[src/rtl/div_unit_pkg.sv]
// rtl/div_unit_pkg.sv - shared op encodings and helpers for the restoring divider
package div_unit_pkg;

  localparam int DIV_OP_WIDTH = 2;

  typedef enum logic [DIV_OP_WIDTH-1:0] {
    DIV_OP_DIV  = 2'b00,
    DIV_OP_DIVU = 2'b01,
    DIV_OP_REM  = 2'b10,
    DIV_OP_REMU = 2'b11
  } div_op_e;

  function automatic logic op_is_signed(input div_op_e op);
    return ~op[0];
  endfunction

  function automatic logic op_is_rem(input div_op_e op);
    return op[1];
  endfunction

endpackage

[src/rtl/div_unit_restore_step.sv]
// rtl/div_unit_restore_step.sv - one combinational radix-2 restoring division step
module div_unit_restore_step #(
  parameter int XLEN = 32
) (
  input  logic [XLEN-1:0] i_rem,
  input  logic [XLEN-1:0] i_quo,
  input  logic [XLEN-1:0] i_divisor,
  output logic [XLEN-1:0] o_rem,
  output logic [XLEN-1:0] o_quo
);

  logic [XLEN:0] w_rem_sh;
  logic [XLEN:0] w_trial;
  logic          w_fits;

  // One extra bit so the shifted remainder and the trial sign never overflow.
  assign w_rem_sh = {i_rem, i_quo[XLEN-1]};
  assign w_trial  = w_rem_sh - {1'b0, i_divisor};
  assign w_fits   = ~w_trial[XLEN];

  assign o_rem = w_fits ? w_trial[XLEN-1:0] : w_rem_sh[XLEN-1:0];
  assign o_quo = {i_quo[XLEN-2:0], w_fits};

endmodule

[src/rtl/div_unit.sv]
// rtl/div_unit.sv - iterative RV32M DIV/DIVU/REM/REMU unit with one-cycle ready pulse
module div_unit
  import div_unit_pkg::*;
#(
  parameter int XLEN = 32
) (
  input  logic            clk,
  input  logic            resetn,
  input  logic            valid,
  input  logic [1:0]      op,
  input  logic [XLEN-1:0] dividend,
  input  logic [XLEN-1:0] divisor,
  output logic            ready,
  output logic [XLEN-1:0] result,
  output logic            busy
);

  localparam int CW = $clog2(XLEN);

  typedef enum logic [1:0] {
    ST_IDLE = 2'b00,
    ST_CALC = 2'b01,
    ST_DONE = 2'b10
  } div_state_e;

  div_state_e      r_state;
  div_state_e      w_state_nxt;
  div_op_e         r_op;
  logic            r_dvd_neg;
  logic            r_dvs_neg;
  logic [XLEN-1:0] r_divisor;
  logic [XLEN-1:0] r_rem;
  logic [XLEN-1:0] r_quo;
  logic [CW-1:0]   r_cnt;
  logic [XLEN-1:0] r_result;

  logic            w_signed;
  logic            w_dvd_neg;
  logic            w_dvs_neg;
  logic [XLEN-1:0] w_dvd_mag;
  logic [XLEN-1:0] w_dvs_mag;
  logic            w_div_zero;
  logic            w_ovf;
  logic            w_special;
  logic [XLEN-1:0] w_special_res;
  logic [XLEN-1:0] w_step_rem;
  logic [XLEN-1:0] w_step_quo;
  logic [XLEN-1:0] w_final;

  localparam logic [XLEN-1:0] MIN_NEG = {1'b1, {(XLEN-1){1'b0}}};

  assign w_signed   = op_is_signed(div_op_e'(op));
  assign w_dvd_neg  = w_signed & dividend[XLEN-1];
  assign w_dvs_neg  = w_signed & divisor[XLEN-1];
  assign w_dvd_mag  = w_dvd_neg ? (~dividend + 1'b1) : dividend;
  assign w_dvs_mag  = w_dvs_neg ? (~divisor + 1'b1) : divisor;
  assign w_div_zero = (divisor == '0);
  assign w_ovf      = w_signed & (dividend == MIN_NEG) & (divisor == '1);
  assign w_special  = w_div_zero | w_ovf;

  always_comb begin
    w_special_res = '0;
    if (w_div_zero) begin
      w_special_res = op_is_rem(div_op_e'(op)) ? dividend : '1;
    end else if (!op_is_rem(div_op_e'(op))) begin
      w_special_res = MIN_NEG;
    end
  end

  div_unit_restore_step #(.XLEN(XLEN)) u_step (
    .i_rem     (r_rem),
    .i_quo     (r_quo),
    .i_divisor (r_divisor),
    .o_rem     (w_step_rem),
    .o_quo     (w_step_quo)
  );

  always_comb begin
    w_final = w_step_quo;
    case (r_op)
      DIV_OP_DIV:  w_final = (r_dvd_neg ^ r_dvs_neg) ? (~w_step_quo + 1'b1) : w_step_quo;
      DIV_OP_DIVU: w_final = w_step_quo;
      DIV_OP_REM:  w_final = r_dvd_neg ? (~w_step_rem + 1'b1) : w_step_rem;
      DIV_OP_REMU: w_final = w_step_rem;
      default:     w_final = w_step_quo;
    endcase
  end

  always_comb begin
    w_state_nxt = r_state;
    case (r_state)
      ST_IDLE: if (valid) w_state_nxt = w_special ? ST_DONE : ST_CALC;
      ST_CALC: if (r_cnt == '0) w_state_nxt = ST_DONE;
      ST_DONE: w_state_nxt = ST_IDLE;
      default: w_state_nxt = ST_IDLE;
    endcase
  end

  always_ff @(posedge clk or negedge resetn) begin
    if (!resetn) r_state <= ST_IDLE;
    else         r_state <= w_state_nxt;
  end

  always_ff @(posedge clk or negedge resetn) begin
    if (!resetn) begin
      r_op      <= DIV_OP_DIV;
      r_dvd_neg <= 1'b0;
      r_dvs_neg <= 1'b0;
      r_divisor <= '0;
      r_rem     <= '0;
      r_quo     <= '0;
      r_cnt     <= '0;
      r_result  <= '0;
    end else begin
      case (r_state)
        ST_IDLE: begin
          if (valid) begin
            r_op      <= div_op_e'(op);
            r_dvd_neg <= w_dvd_neg;
            r_dvs_neg <= w_dvs_neg;
            r_divisor <= w_dvs_mag;
            r_rem     <= '0;
            r_quo     <= w_dvd_mag;
            r_cnt     <= CW'(XLEN-1);
            if (w_special) r_result <= w_special_res;
          end
        end
        ST_CALC: begin
          r_rem <= w_step_rem;
          r_quo <= w_step_quo;
          r_cnt <= r_cnt - CW'(1);
          if (r_cnt == '0) r_result <= w_final;
        end
        default: ;
      endcase
    end
  end

  assign ready  = (r_state == ST_DONE);
  assign busy   = (r_state != ST_IDLE);
  assign result = r_result;

endmodule

[config.mk]
export PLATFORM = sky130hd
export DESIGN_NAME = div_unit
export DESIGN_NICKNAME = d
export VERILOG_FILES = /design/src/rtl/div_unit_pkg.sv /design/src/rtl/div_unit_restore_step.sv /design/src/rtl/div_unit.sv
export SDC_FILE = /design/constraint.sdc
export NUM_CORES = 1
export LEC_CHECK = 0
export ABC_AREA = 1
export CAP_MARGIN = 10
export CELL_PAD_IN_SITES_DETAIL_PLACEMENT = 0
export CELL_PAD_IN_SITES_GLOBAL_PLACEMENT = 1
export CORE_MARGIN = 2
export CORE_UTILIZATION = 45
export DETAILED_ROUTE_END_ITERATION = 10
export DONT_BUFFER_PORTS = 1
export MAX_ROUTING_LAYER = met4
export PLACE_DENSITY_LB_ADDON = 0.1
export SKIP_CTS_REPAIR_TIMING = 1
export SLEW_MARGIN = 30
export SYNTH_ARGS = -nofsm -noshare
export SYNTH_HDL_FRONTEND = slang
export SYNTH_SLANG_ARGS = --single-unit
[constraint.sdc]
create_clock -name clk -period 9.2 [get_ports clk]
set_input_delay 0.46 -clock clk [delete_from_list [all_inputs] [get_ports clk]]
set_output_delay 0.46 -clock clk [all_outputs]
set_load 0.005 [all_outputs]
==> impl_metrics.yaml <==
timing:
  fin_tns_setup_ns: 0
  whs_ns: -0.0817
  rsz0062_at_grt: "false"
  relSlewSlack_pct: 39.3
  setup_viol: 0
  period_minus_slack_ns: 4.87
  timing.final.crit_share_pct: 52.9
  hold_violations: 13
  clock.fmax_mhz: 205
  fin_skew_ns: 0.0127
  tightest_slew_ns: 0.911
  slew_violations: 0
worst_setup_path:
  worst_setup_path_start_kind: "register"
  crit_type: "register to register"
  cp_common_cell: "nand2_1"
  r2r_slack_ns: 4.33
  critical_path.max_stage_delay_ns: 0.52
  cp-end-kind: "register"
  r2r_start: "r_quo[31]"
  worstPathRequired_ns: 9.52
  arrival_ns: 5.19
  reg2reg_to: "result[30]"
  crit_fanout: 29
  ff2ff_path_depth: 30
  crit_slowest_cell: "nand2_2"
grt:
  grt_pass1_vias: 12021
  overflow: 0
  grt_antenna_before_repair: 2
  grt_max_degree: 140
  grt_use_total_pct: 30.4
  grt_pass1_wl_um: 65900
routing:
  ant_nets: 0
  vias: 12830
  drtIter0Drc: 1109
  via_per_inst: 5.59
  routed_wirelength_um: 42200
  firstDrtPassIters: 5
  drc: 0
  post_drt_wl_per_cell_um: 18.4
synthesis:
  avgSynthCellArea_um2: 6.25
  yosys-mux-area-fraction_pct: 0
  synth_cell_type_count: 52
  yosysTopAreaCellShare_pct: 28.1
  ys_dominant_reg_cell: "dfrtp_1"
  async_flop_share_pct: 100
  netlist_top_cells_area: "dfrtp_1, nand2_1, inv_1"
  synth-simple-area-share_pct: 36.4
  synth_seq_cells: 139
  synth-compound-area-share_pct: 15.8
  synth_cells: 1981
  yosysSeqAreaShare_pct: 28.1
  yosys_warnings: 0
  synth_edf_count: 0
  synth_top_family_by_area: "simple AND/OR/NAND/NOR gates"
  synth_fp_nets: 2090
  netlist_area_um2: 12400
  synthXorXnorAreaFrac_pct: 5.02
  synth_area_leader_cell: "dfrtp_1"
  synthAdderAreaFrac_pct: 4.10
status:
  violations: "negative hold slack"
  outcome: "finished, violations left"
min_path:
  hp-class: "input pin to async pin"
floorplan:
  rows: 60
  dieHeight_um: 170
  core_area_um2: 27000
  die_area_um2: 28900
  die_w_um: 170
  start_util_pct: 45.8
  pin_count: 103
place:
  dp_hpwl_um: 31700
  port_buffers: 0
  place_congestion: 0.916
layout:
  drive_above_1_share_pct: 5.48
  synthToLayoutAreaGrowth_pct: 6.91
  multiInputGateArea_um2: 7610
  fillers: 2889
  final_cell_mix: "nand2_1, inv_1, nor2_1, o21ai_0"
  nets: 2049
  seq_area_um2: 3480
  final_common_cell: "nand2_1"
cts:
  clk_pin_slew_worst_paths_ns: 0.07
  clock-root-buffer: "clkbuf_16"
  cts_made_buffers: 17
  clock-sinks: 139
  clock_latency_ns: 0.43
  cts_htree_levels: 4
  cts_tree: "done"
  clockBufferDepth: 2
job:
  drv_cap: 0
==> layer usage <==
| metal | vias up | track usage [%] | wire [um] |
|---|---|---|---|
| li1 | 6325 | - | - |
| met1 | 5999 | 43.5 | 20300 |
| met2 | 460 | 44.8 | 18300 |
| met3 | 46 | 4.67 | 2850 |
| met4 | 0 | 8.29 | 756 |
| met5 | - | - | 0 |
==> synthesized netlist by cell type, drive strengths merged (12+ instances only) <==
master  number
dfrtp      139
xnor2       31
inv        265
o21ai      168
a21oi       78
nand3b      12
clkbuf      56
buf         15
o21bai      15
nor2       209
nand4       22
nand3      144
a31oi       15
o22ai       19
nand2      606
xor2        40
ha          39
o211ai      19
nor3        34
==> cell families (layout without fill, tap and decap cells) <==
kind of cell / Yosys count / after routing
xor+xnor: 71 / 71
compound gates: 342 / 342
fa+ha+maj: 40 / 40
other cells: 0 / 2
buf+inv: 337 / 309
flops: 139 / 139
simple gates: 1052 / 1052
==> through the flow <==
stage | cells | hold WS, ns | setup WS [ns] | cell area (um2) | util [%]
final | 2296 | -0.0817 | 4.33 | 13200 | 49.0
after global routing | 2296 | 0.102 | 3.78 | 13200 | 49.0
after CTS | 2293 | -0.281 | 4.36 | 13200 | 48.9
after detailed placement | 2261 | 0.177 | 4.40 | 12600 | 46.6
after global placement | 2261 | 0.175 | 4.46 | 12600 | 46.6
after floorplan | 1981 | 0.164 | 5.23 | 12400 | -
==> worst max-delay path, delay by kind of cell, from the launching register on <==
kind | cells | cell delay (ns)
simple gates | 20 | 2.76
fa+ha+maj | 3 | 0.88
compound gates | 4 | 0.48
flops | 1 | 0.39
buf+inv | 3 | 0.22
==> final cells by class <==
cell class,instances,share of cell area [%]
Inverter,266,7.56
Antenna cell,2,0.0378
Clock inverter,12,1.40
Tap cell,341,3.22
Timing Repair Buffer,11,0.775
Clock buffer,20,3.30
Sequential cell,139,26.3
Multi-Input combinational cell,1505,57.4
==> state kept, by name (all words and copies together) (netlist names) <==
name / count
r_op: 2
r_quo: 32
r_cnt: 5
r_state: 2
r_rem: 32
r_divisor: 32
result: 32
r_dvs_neg: 1
r_dvd_neg: 1
==> worst max-delay path by stage <==
stage	start	endpoint	slack [ns]
after floorplan	r_quo[31]	result[30]	5.23
after global placement	r_quo[31]	result[30]	4.46
after detailed placement	r_quo[31]	result[30]	4.40
after CTS	r_quo[31]	result[30]	4.36
after global routing	r_quo[31]	result[30]	3.78
final	r_quo[31]	result[30]	4.33
Power is not shown: default switching activity piles up to over one toggle a cycle in this logic, so the estimate is an artifact.
